===== config.mk =====
export PLATFORM = sky130hd
export DESIGN_NAME = ivt_read_responder
export DESIGN_NICKNAME = d
export VERILOG_FILES = /design/src/rtl/ivt_pkg.sv /design/src/rtl/ivt_table.sv /design/src/rtl/ivt_read_responder.sv
export SDC_FILE = /design/constraint.sdc
export NUM_CORES = 1
export LEC_CHECK = 0
export CAP_MARGIN = 20
export CORE_MARGIN = 3
export CORE_UTILIZATION = 50
export DETAILED_ROUTE_END_ITERATION = 12
export GPL_ROUTABILITY_DRIVEN = 0
export HOLD_SLACK_MARGIN = 0.1
export PLACE_DENSITY = 0.72
export SYNTH_ARGS = -nofsm -noshare
export SYNTH_HDL_FRONTEND = slang
export SYNTH_SLANG_ARGS = --single-unit
export TNS_END_PERCENT = 30

===== constraint.sdc =====
create_clock -name clk -period 6.4 [get_ports clk]
set_input_delay 1.6 -clock clk [delete_from_list [all_inputs] [get_ports clk]]
set_output_delay 1.6 -clock clk [all_outputs]
set_load 0.05 [all_outputs]

===== src/rtl/ivt_pkg.sv =====
// Shared definitions for the interrupt-vector-table read responder:
// FSM encoding, default table/error constants and a width helper.
package ivt_pkg;

    localparam logic [1:0] ST_IDLE = 2'd0;
    localparam logic [1:0] ST_WAIT = 2'd1;
    localparam logic [1:0] ST_RESP = 2'd2;

    localparam logic [31:0] DEF_ERR_DATA     = 32'hDEAD_BEEF;
    localparam logic [31:0] DEF_RESET_BASE   = 32'h0000_0040;
    localparam logic [31:0] DEF_RESET_STRIDE = 32'h0000_0004;

    function automatic int clog2(input int n);
        int r;
        r = 0;
        while ((1 << r) < n) r++;
        return r;
    endfunction

endpackage


===== src/rtl/ivt_table.sv =====
// Programmable vector table: reset-loaded register array with one write
// port and one combinational read port.
module ivt_table
    import ivt_pkg::*;
#(
    parameter int          DATAW        = 32,
    parameter int          ENTRIES      = 16,
    parameter logic [31:0] RESET_BASE   = DEF_RESET_BASE,
    parameter logic [31:0] RESET_STRIDE = DEF_RESET_STRIDE,
    localparam int         IDXW         = clog2(ENTRIES)
) (
    input  logic             clk,
    input  logic             reset,
    input  logic             wr_en,
    input  logic [IDXW-1:0]  wr_index,
    input  logic [DATAW-1:0] wr_data,
    input  logic [IDXW-1:0]  rd_index,
    output logic [DATAW-1:0] rd_data
);

    logic [DATAW-1:0] mem [ENTRIES];

    // Per-entry index match drops writes to indices with no backing entry.
    always_ff @(posedge clk or negedge reset) begin
        if (!reset) begin
            for (int i = 0; i < ENTRIES; i++)
                mem[i] <= DATAW'(RESET_BASE + 32'(i) * RESET_STRIDE);
        end else begin
            for (int i = 0; i < ENTRIES; i++)
                if (wr_en && wr_index == IDXW'(i))
                    mem[i] <= wr_data;
        end
    end

    assign rd_data = mem[rd_index];

endmodule


===== src/rtl/ivt_read_responder.sv =====
// Single-outstanding read slave for the emem/sys_r channel: decodes the
// request address into the vector table and answers after LATENCY cycles.
module ivt_read_responder
    import ivt_pkg::*;
#(
    parameter int                ADDRW        = 32,
    parameter int                DATAW        = 32,
    parameter int                ENTRIES      = 16,
    parameter logic [ADDRW-1:0]  IVT_BASE     = '0,
    parameter int                LATENCY      = 2,
    parameter logic [31:0]       RESET_BASE   = DEF_RESET_BASE,
    parameter logic [31:0]       RESET_STRIDE = DEF_RESET_STRIDE,
    parameter logic [DATAW-1:0]  ERR_DATA     = DATAW'(DEF_ERR_DATA)
) (
    input  logic                      clk,
    input  logic                      reset,
    input  logic                      req_valid,
    output logic                      req_ready,
    input  logic [ADDRW-1:0]          req_address,
    output logic                      dp_valid,
    input  logic                      dp_ready,
    output logic [DATAW-1:0]          dp_read_data,
    output logic                      dp_error,
    input  logic                      cfg_wr_en,
    input  logic [clog2(ENTRIES)-1:0] cfg_wr_index,
    input  logic [DATAW-1:0]          cfg_wr_data,
    output logic [15:0]               txn_count
);

    localparam int IDXW = clog2(ENTRIES);

    logic [1:0]       state;
    logic [3:0]       cnt;
    logic [ADDRW-1:0] off;
    logic             addr_ok;
    logic [DATAW-1:0] tbl_data;

    // Word-aligned and inside the table; off wraps modulo 2^ADDRW.
    assign off     = req_address - IVT_BASE;
    assign addr_ok = (off[1:0] == 2'b00) && (off[ADDRW-1:2+IDXW] == '0);

    ivt_table #(
        .DATAW        (DATAW),
        .ENTRIES      (ENTRIES),
        .RESET_BASE   (RESET_BASE),
        .RESET_STRIDE (RESET_STRIDE)
    ) u_table (
        .clk      (clk),
        .reset    (reset),
        .wr_en    (cfg_wr_en),
        .wr_index (cfg_wr_index),
        .wr_data  (cfg_wr_data),
        .rd_index (off[2 +: IDXW]),
        .rd_data  (tbl_data)
    );

    // The response is snapshotted at accept, so table writes after that
    // edge (including one in the accept cycle itself) never alter it.
    always_ff @(posedge clk or negedge reset) begin
        if (!reset) begin
            state        <= ST_IDLE;
            cnt          <= 4'd0;
            req_ready    <= 1'b0;
            dp_valid     <= 1'b0;
            dp_read_data <= '0;
            dp_error     <= 1'b0;
            txn_count    <= 16'd0;
        end else begin
            case (state)
                ST_IDLE: begin
                    req_ready <= 1'b1;
                    if (req_valid && req_ready) begin
                        req_ready    <= 1'b0;
                        dp_read_data <= addr_ok ? tbl_data : ERR_DATA;
                        dp_error     <= !addr_ok;
                        cnt          <= 4'(LATENCY - 1);
                        if (LATENCY == 1) begin
                            state    <= ST_RESP;
                            dp_valid <= 1'b1;
                        end else begin
                            state <= ST_WAIT;
                        end
                    end
                end
                ST_WAIT: begin
                    cnt <= cnt - 4'd1;
                    if (cnt == 4'd1) begin
                        state    <= ST_RESP;
                        dp_valid <= 1'b1;
                    end
                end
                ST_RESP: begin
                    if (dp_ready) begin
                        dp_valid  <= 1'b0;
                        txn_count <= txn_count + 16'd1;
                        req_ready <= 1'b1;
                        state     <= ST_IDLE;
                    end
                end
                default: begin
                    state     <= ST_IDLE;
                    dp_valid  <= 1'b0;
                    req_ready <= 1'b0;
                end
            endcase
        end
    end

endmodule


==> results of run 1 <==
-- report_power, final --
part           switching [mW]  internal, mW
Combinational           0.724          1.00
Sequential              0.409          4.43
Clock                    1.40          2.12
Total                    2.54          7.56
-- logic make-up (layout without fill, tap and decap cells) --
group | Yosys count | after routing | share of synthesized area [%]
muxes | 689 | 689 | 34.9
buffers and inverters | 172 | 291 | 2.68
xor gates and xnor gates | 17 | 17 | 0.585
DFF | 569 | 569 | 56.1
adders and majority gates | 3 | 3 | 0.147
other | 0 | 2 | 0
AOI/OAI and AO/OA | 106 | 106 | 3.15
and+or+nand+nor | 122 | 122 | 2.36
-- synthesized netlist by cell type (2+ instances only) --
master,count,share of area (%)
dfrtp_1,521,51
mux2_2,330,15
mux2_1,231,10
mux4_2,104,9.2
clkbuf_1,100,1.5
dfstp_2,48,5.0
nor2_1,48,0.71
buf_1,30,0.44
a21oi_1,27,0.53
mux2i_1,24,0.94
o221ai_1,24,0.83
o32a_1,24,0.94
nand2_1,23,0.34
clkinv_1,20,0.29
a22o_1,16,0.55
xnor2_1,14,0.48
buf_2,11,0.22
o21ai_1,10,0.20
inv_1,8,0.12
nand3_1,7,0.14
nand2b_1,6,0.15
nor4_1,6,0.15
nand4_1,5,0.12
nor3_1,5,0.098
o21ai_0,4,0.079
buf_6,3,0.13
ha_1,3,0.15
nand3b_1,3,0.088
nor2b_1,3,0.074
nor3b_1,3,0.088
or3_1,3,0.074
xor2_1,3,0.10
and2_1,2,0.049
-- stage by stage --
step	hold WS (ns)	util [%]	total power, mW	area, um^2	std cells
after floorplan	0.452	-	6.07	25500	1678
after global placement	0.462	54.3	6.52	27300	2360
after detailed placement	0.470	54.4	6.64	27300	2361
after CTS	0.485	58.4	10.2	29400	2469
after global routing	0.490	58.4	10.6	29400	2470
final	0.483	58.4	10.1	29400	2471
-- layout by cell type (no fill, tap or decap), types with 27 or more instances in the layout --
master / count
buf_4: 29
dfstp_2: 48
mux2_2: 330
mux2_1: 231
clkdlybuf4s50_1: 118
dfrtp_1: 521
a21oi_1: 27
mux4_2: 104
clkbuf_16: 59
nor2_1: 39
-- registers in the layout (all words and copies together), names as in the netlist --
register      cells
u_table.mem     512
dp_read_data     32
txn_count        16
cnt               4
state             2
dp_error          1
dp_valid          1
req_ready         1
-- critical path, delay by kind of cell --
family | cells | cell delay, ns
AND/OR/NAND/NOR | 2 | 1.32
buffers and inverters | 2 | 0.87
multiplexers | 1 | 0.37
-- layer usage --
metal	vias up	global-route usage, %	routed length, um
met5	-	0	0
met4	0	5.98	1400
met3	95	3.51	2430
met2	308	38.9	29900
met1	7997	31.3	26400
li1	6325	-	-
-- worst max path at each step --
stage | from | to | slack (ns) | cells after the start
floorplan | req_address[2] | dp_read_data[10]$_DFFE_PN0P_ | 2.91 | 6
global placement | cfg_wr_index[0] | u_table.mem[175]$_DFFE_PN0P_ | 2.15 | 5
detailed placement | cfg_wr_index[0] | u_table.mem[173]$_DFFE_PN0P_ | 2.10 | 5
CTS | cfg_wr_index[3] | u_table.mem[343]$_DFFE_PN0P_ | 2.77 | 5
global route | cfg_wr_index[0] | u_table.mem[343]$_DFFE_PN0P_ | 2.67 | 5
finish | cfg_wr_index[3] | u_table.mem[336]$_DFFE_PN0P_ | 2.68 | 5
-- layout make-up --
class,count,area [um^2],area share [%]
Antenna cell,2,5.00,0.0170
Inverter,28,105,0.358
Tap cell,672,841,2.86
Timing Repair Buffer,155,1520,5.18
Clock buffer,91,1800,6.12
Clock inverter,17,218,0.742
Multi-Input combinational cell,937,10600,36.0
Sequential cell,569,14300,48.7
==> flow_summary.toml, run 1 <==
[sta]
finalSetupTns_ns = 0
fin_crit_ns = 3.72
worst_slew_pin_slew_ns = 1.19
relSlewSlack_pct = 20.8
worst_slack_ns = 2.68
setup_viol = 0
rsz0062_at_grt = "false"
timing.fmax_mhz = 269
finalHoldViolCount = 0
fin_crit_sh_pct = 58.1
skew_ns = 0.0186
slew_viol_final = 0

[logic_synthesis]
ys_seq_area_share_pct = 56.1
synth-seq-cells = 569
yosysWarnings = 0
syn_nets = 1754
synthFlopType = "dfrtp_1"
synth-edff-count = 0
syn_inst = 1678
synthArstFlopShare_pct = 100
synth.distinct_cells = 42
synth_area_um2 = 25500
avgSynthCellArea_um2 = 15.2

[route]
drc = 0
routed_via_density = 5.96
routed_wl_um = 60100
vias = 14700
dr.pass1.iters = 5
drtAntennaViolNets = 0
wl_per_cell_um = 24.3
drtIter0Drc = 857

[layout]
final_nets = 1825
fillCellCount = 3880
syn_to_final_growth_pct = 15.3
drive_gt1_share_pct = 35.3

[critical_path]
end_kind = "flip-flop"
required_ns = 6.88
cpPeakStageDelay_ns = 0.93
critPathSlowestCell = "nor2_4"
timing.rr.end = "dp_read_data[2]$_DFFE_PN0P_"
r2r-start = "state[1]$_DFFE_PN0P_"
r2r_slack_ns = 3.75
critPathKind = "in -> reg"
critPathLaunchType = "primary input"
crit_chain = "clkdlybuf4s50_1, nand3b_1, nor2_4, buf_4, mux2_2"
worstPathArrival_ns = 4.20
crit_fanout = 23
reg2reg_depth = 4

[cts]
clock_tree.root_cell = "clkbuf_16"
cts_sinks = 569
cts-resized-gates = 0
clockBufferDepth = 3
holdBufCountCts = 0
cts_buffers = 58
htree_levels = 2
post_cts_buffers = 0
clkLatencyLatePin_ns = 0.61
clk_pin_slew_ns = 0.06
cts_tree = "done"

[power]
p_per_area_nw_per_um2 = 344
ir_worst_vdd_v = 0.000240
cellLeakagePower_nw = 12.3

[hold_path]
min_from = "u_table.mem[50]$_DFFE_PN0P_"
whs_endpoint = "u_table.mem[50]$_DFFE_PN0P_"
hold_depth = 1
hold_class = "reg -> reg"

[global_routing]
grt_pass1_vias = 15900
grt_pass1_wl_um = 95200
grt_antenna_before_repair = 2
track_usage_pct = 23.0
overflow = 0
grt_max_degree = 130

[floorplanning]
num_rows = 82
die_h_um = 232
core-area_um2 = 50300
fp.dieArea_um2 = 53700
dieWidth_um = 232
start_util_pct = 50.7
io_pins = 124

[placed_design]
pre_cts_slack_ns = 2.10
port_buffers = 123
hpwl_um = 34800

[run]
drv_cap = 0

[outcome]
outcome = "finished clean"
Note: power is estimated with default switching activity, not from simulation.
==> run 2, diff against run 1 <==
clock period = 3.7 ns   (was 6.4 ns; I/O delays follow)
==> flow_summary.toml, run 2 (synthesized netlist as in run 1, its figures left out) <==
[cts]
clockBufferDepth = 3
post_cts_buffers = 0
cts_buffers = 59
cts-resized-gates = 0
cts_sinks = 569
htree_levels = 2
holdBufCountCts = 0
clkLatencyLatePin_ns = 0.62
clk_pin_slew_ns = 0.06
clock_tree.root_cell = "clkbuf_16"
cts_tree = "done"

[run]
drv_cap = 0

[placed_design]
port_buffers = 123
dpl-instance-area_um2 = 27800
hpwl_um = 34400
placed_cells = 2379

[layout]
drive_gt1_share_pct = 36.0
top_regs = "u_table.mem x512, dp_read_data x32, txn_count x16"
final_nets = 1844
syn_to_final_growth_pct = 17.2
multiInputGateArea_um2 = 10600
mostFrequentLayoutCell = "dfrtp_1"
fin_cells = 2488
largest_reg_flops = 512
fillCellCount = 3847
register_area_um2 = 14300
fin_area_um2 = 29900
layout_common_cells = "dfrtp_1 (521), mux2_2 (330), mux2_1 (231)"
registers.top_by_ff_count = "u_table.mem"

[power]
cellLeakagePower_nw = 12.5
p_per_area_nw_per_um2 = 591
ir_worst_vdd_v = 0.000390

[sta]
worst_slew_pin_slew_ns = 0.940
timing.fmax_mhz = 354
finalSetupTns_ns = 0
fin_hold_ws_ns = 0.285
slew_viol_final = 0
rsz0062_at_grt = "false"
fin_crit_sh_pct = 76.4
finalHoldViolCount = 0
skew_ns = 0.0170
fin_crit_ns = 2.83
relSlewSlack_pct = 37.1
setup_viol = 0

[global_routing]
track_usage_pct = 23.0
grt_pass1_wl_um = 95300
grt_max_degree = 81
overflow = 0
grt_pass1_vias = 16200
grt_antenna_before_repair = 3

[critical_path]
critPathTopFamily = "buffers and inverters"
end_kind = "output pin"
required_ns = 2.77
crit_fanout = 7
critPathKind = "reg -> out"
crit_chain = "clkdlybuf4s50_1"
critPathBufInv = 1
worstPathArrival_ns = 1.90
cpPeakStageDelay_ns = 0.85
critPathSlowestCell = "clkdlybuf4s50_1"
critPathLaunchType = "flip-flop"

[outcome]
outcome = "finished clean"

[floorplanning]
io_pins = 124
num_rows = 82
start_util_pct = 50.7
core-area_um2 = 50300
fp.dieArea_um2 = 53700
die_h_um = 232
dieWidth_um = 232

[route]
drc = 0
routed_wl_um = 59700
routed_via_density = 5.93
dr.pass1.iters = 5
drtIter0Drc = 875
wl_per_cell_um = 24.0
vias = 14800
drtAntennaViolNets = 0

[hold_path]
hold_class = "in -> async"
run 2: cell count changes in the layout (fill, tap and decap cells not counted), sizes merged:
cell / delta
buf: +18
bufinv: +2
clkbuf: -2
clkinv: -2
clkinvlp: +2
diode: -1
run 2: worst reg2reg max path, stage by stage, from the launching register on:
cell      delay, ns
dfrtp_1        0.45
nand2b_4       0.18
or3b_4         0.40
or4_4          0.85
o32a_1         0.49
run 2: worst paths after layout:
check,startpoint,endpoint,slack [ns],cells past startpoint
min in group clk,txn_count[15]$_DFFE_PN0P_,txn_count[15]$_DFFE_PN0P_,0.47,1
max in group asynchronous,reset,u_table.mem[498]$_DFFE_PN0P_,2.23,2
max reg2reg,state[1]$_DFFE_PN0P_,dp_read_data[2]$_DFFE_PN0P_,1.21,4
min,reset,u_table.mem[505]$_DFFE_PN0P_,0.29,1
min reg2reg,txn_count[15]$_DFFE_PN0P_,txn_count[15]$_DFFE_PN0P_,0.47,1
max,txn_count[4]$_DFFE_PN0P_,txn_count[4],0.87,1
run 2: stage by stage:
stage	worst slack, ns	util, %	power [mW]
after detailed placement	0.367	55.2	11.5
after global routing	0.799	59.4	18.5
final	0.872	59.4	17.6
after global placement	0.424	55.2	11.3
after floorplan	0.884	-	10.5
after CTS	0.833	59.4	17.8
run 2: power by group:
part           switching (mW)  internal [mW]  leakage, nW
Sequential              0.694           7.67         6.83
Combinational            1.25           1.77         4.63
Clock                    2.44           3.81         1.02
run 2: per-layer routing:
layer  global-route usage, %  wire, um  up-vias
met1                    31.5     26200     7967
met2                    38.6     29500      312
met4                    6.55      1370        4
li1                        -         -     6385
met3                    3.35      2600       95
met5                       0        27        -
run 2: final cells by class:
| class | instances | share of cell area [%] |
|---|---|---|
| Antenna cell | 1 | 0.00838 |
| Sequential cell | 569 | 47.9 |
| Clock inverter | 19 | 0.972 |
| Timing Repair Buffer | 173 | 6.55 |
| Clock buffer | 89 | 6.00 |
| Inverter | 28 | 0.352 |
| Tap cell | 672 | 2.82 |
| Multi-Input combinational cell | 937 | 35.4 |
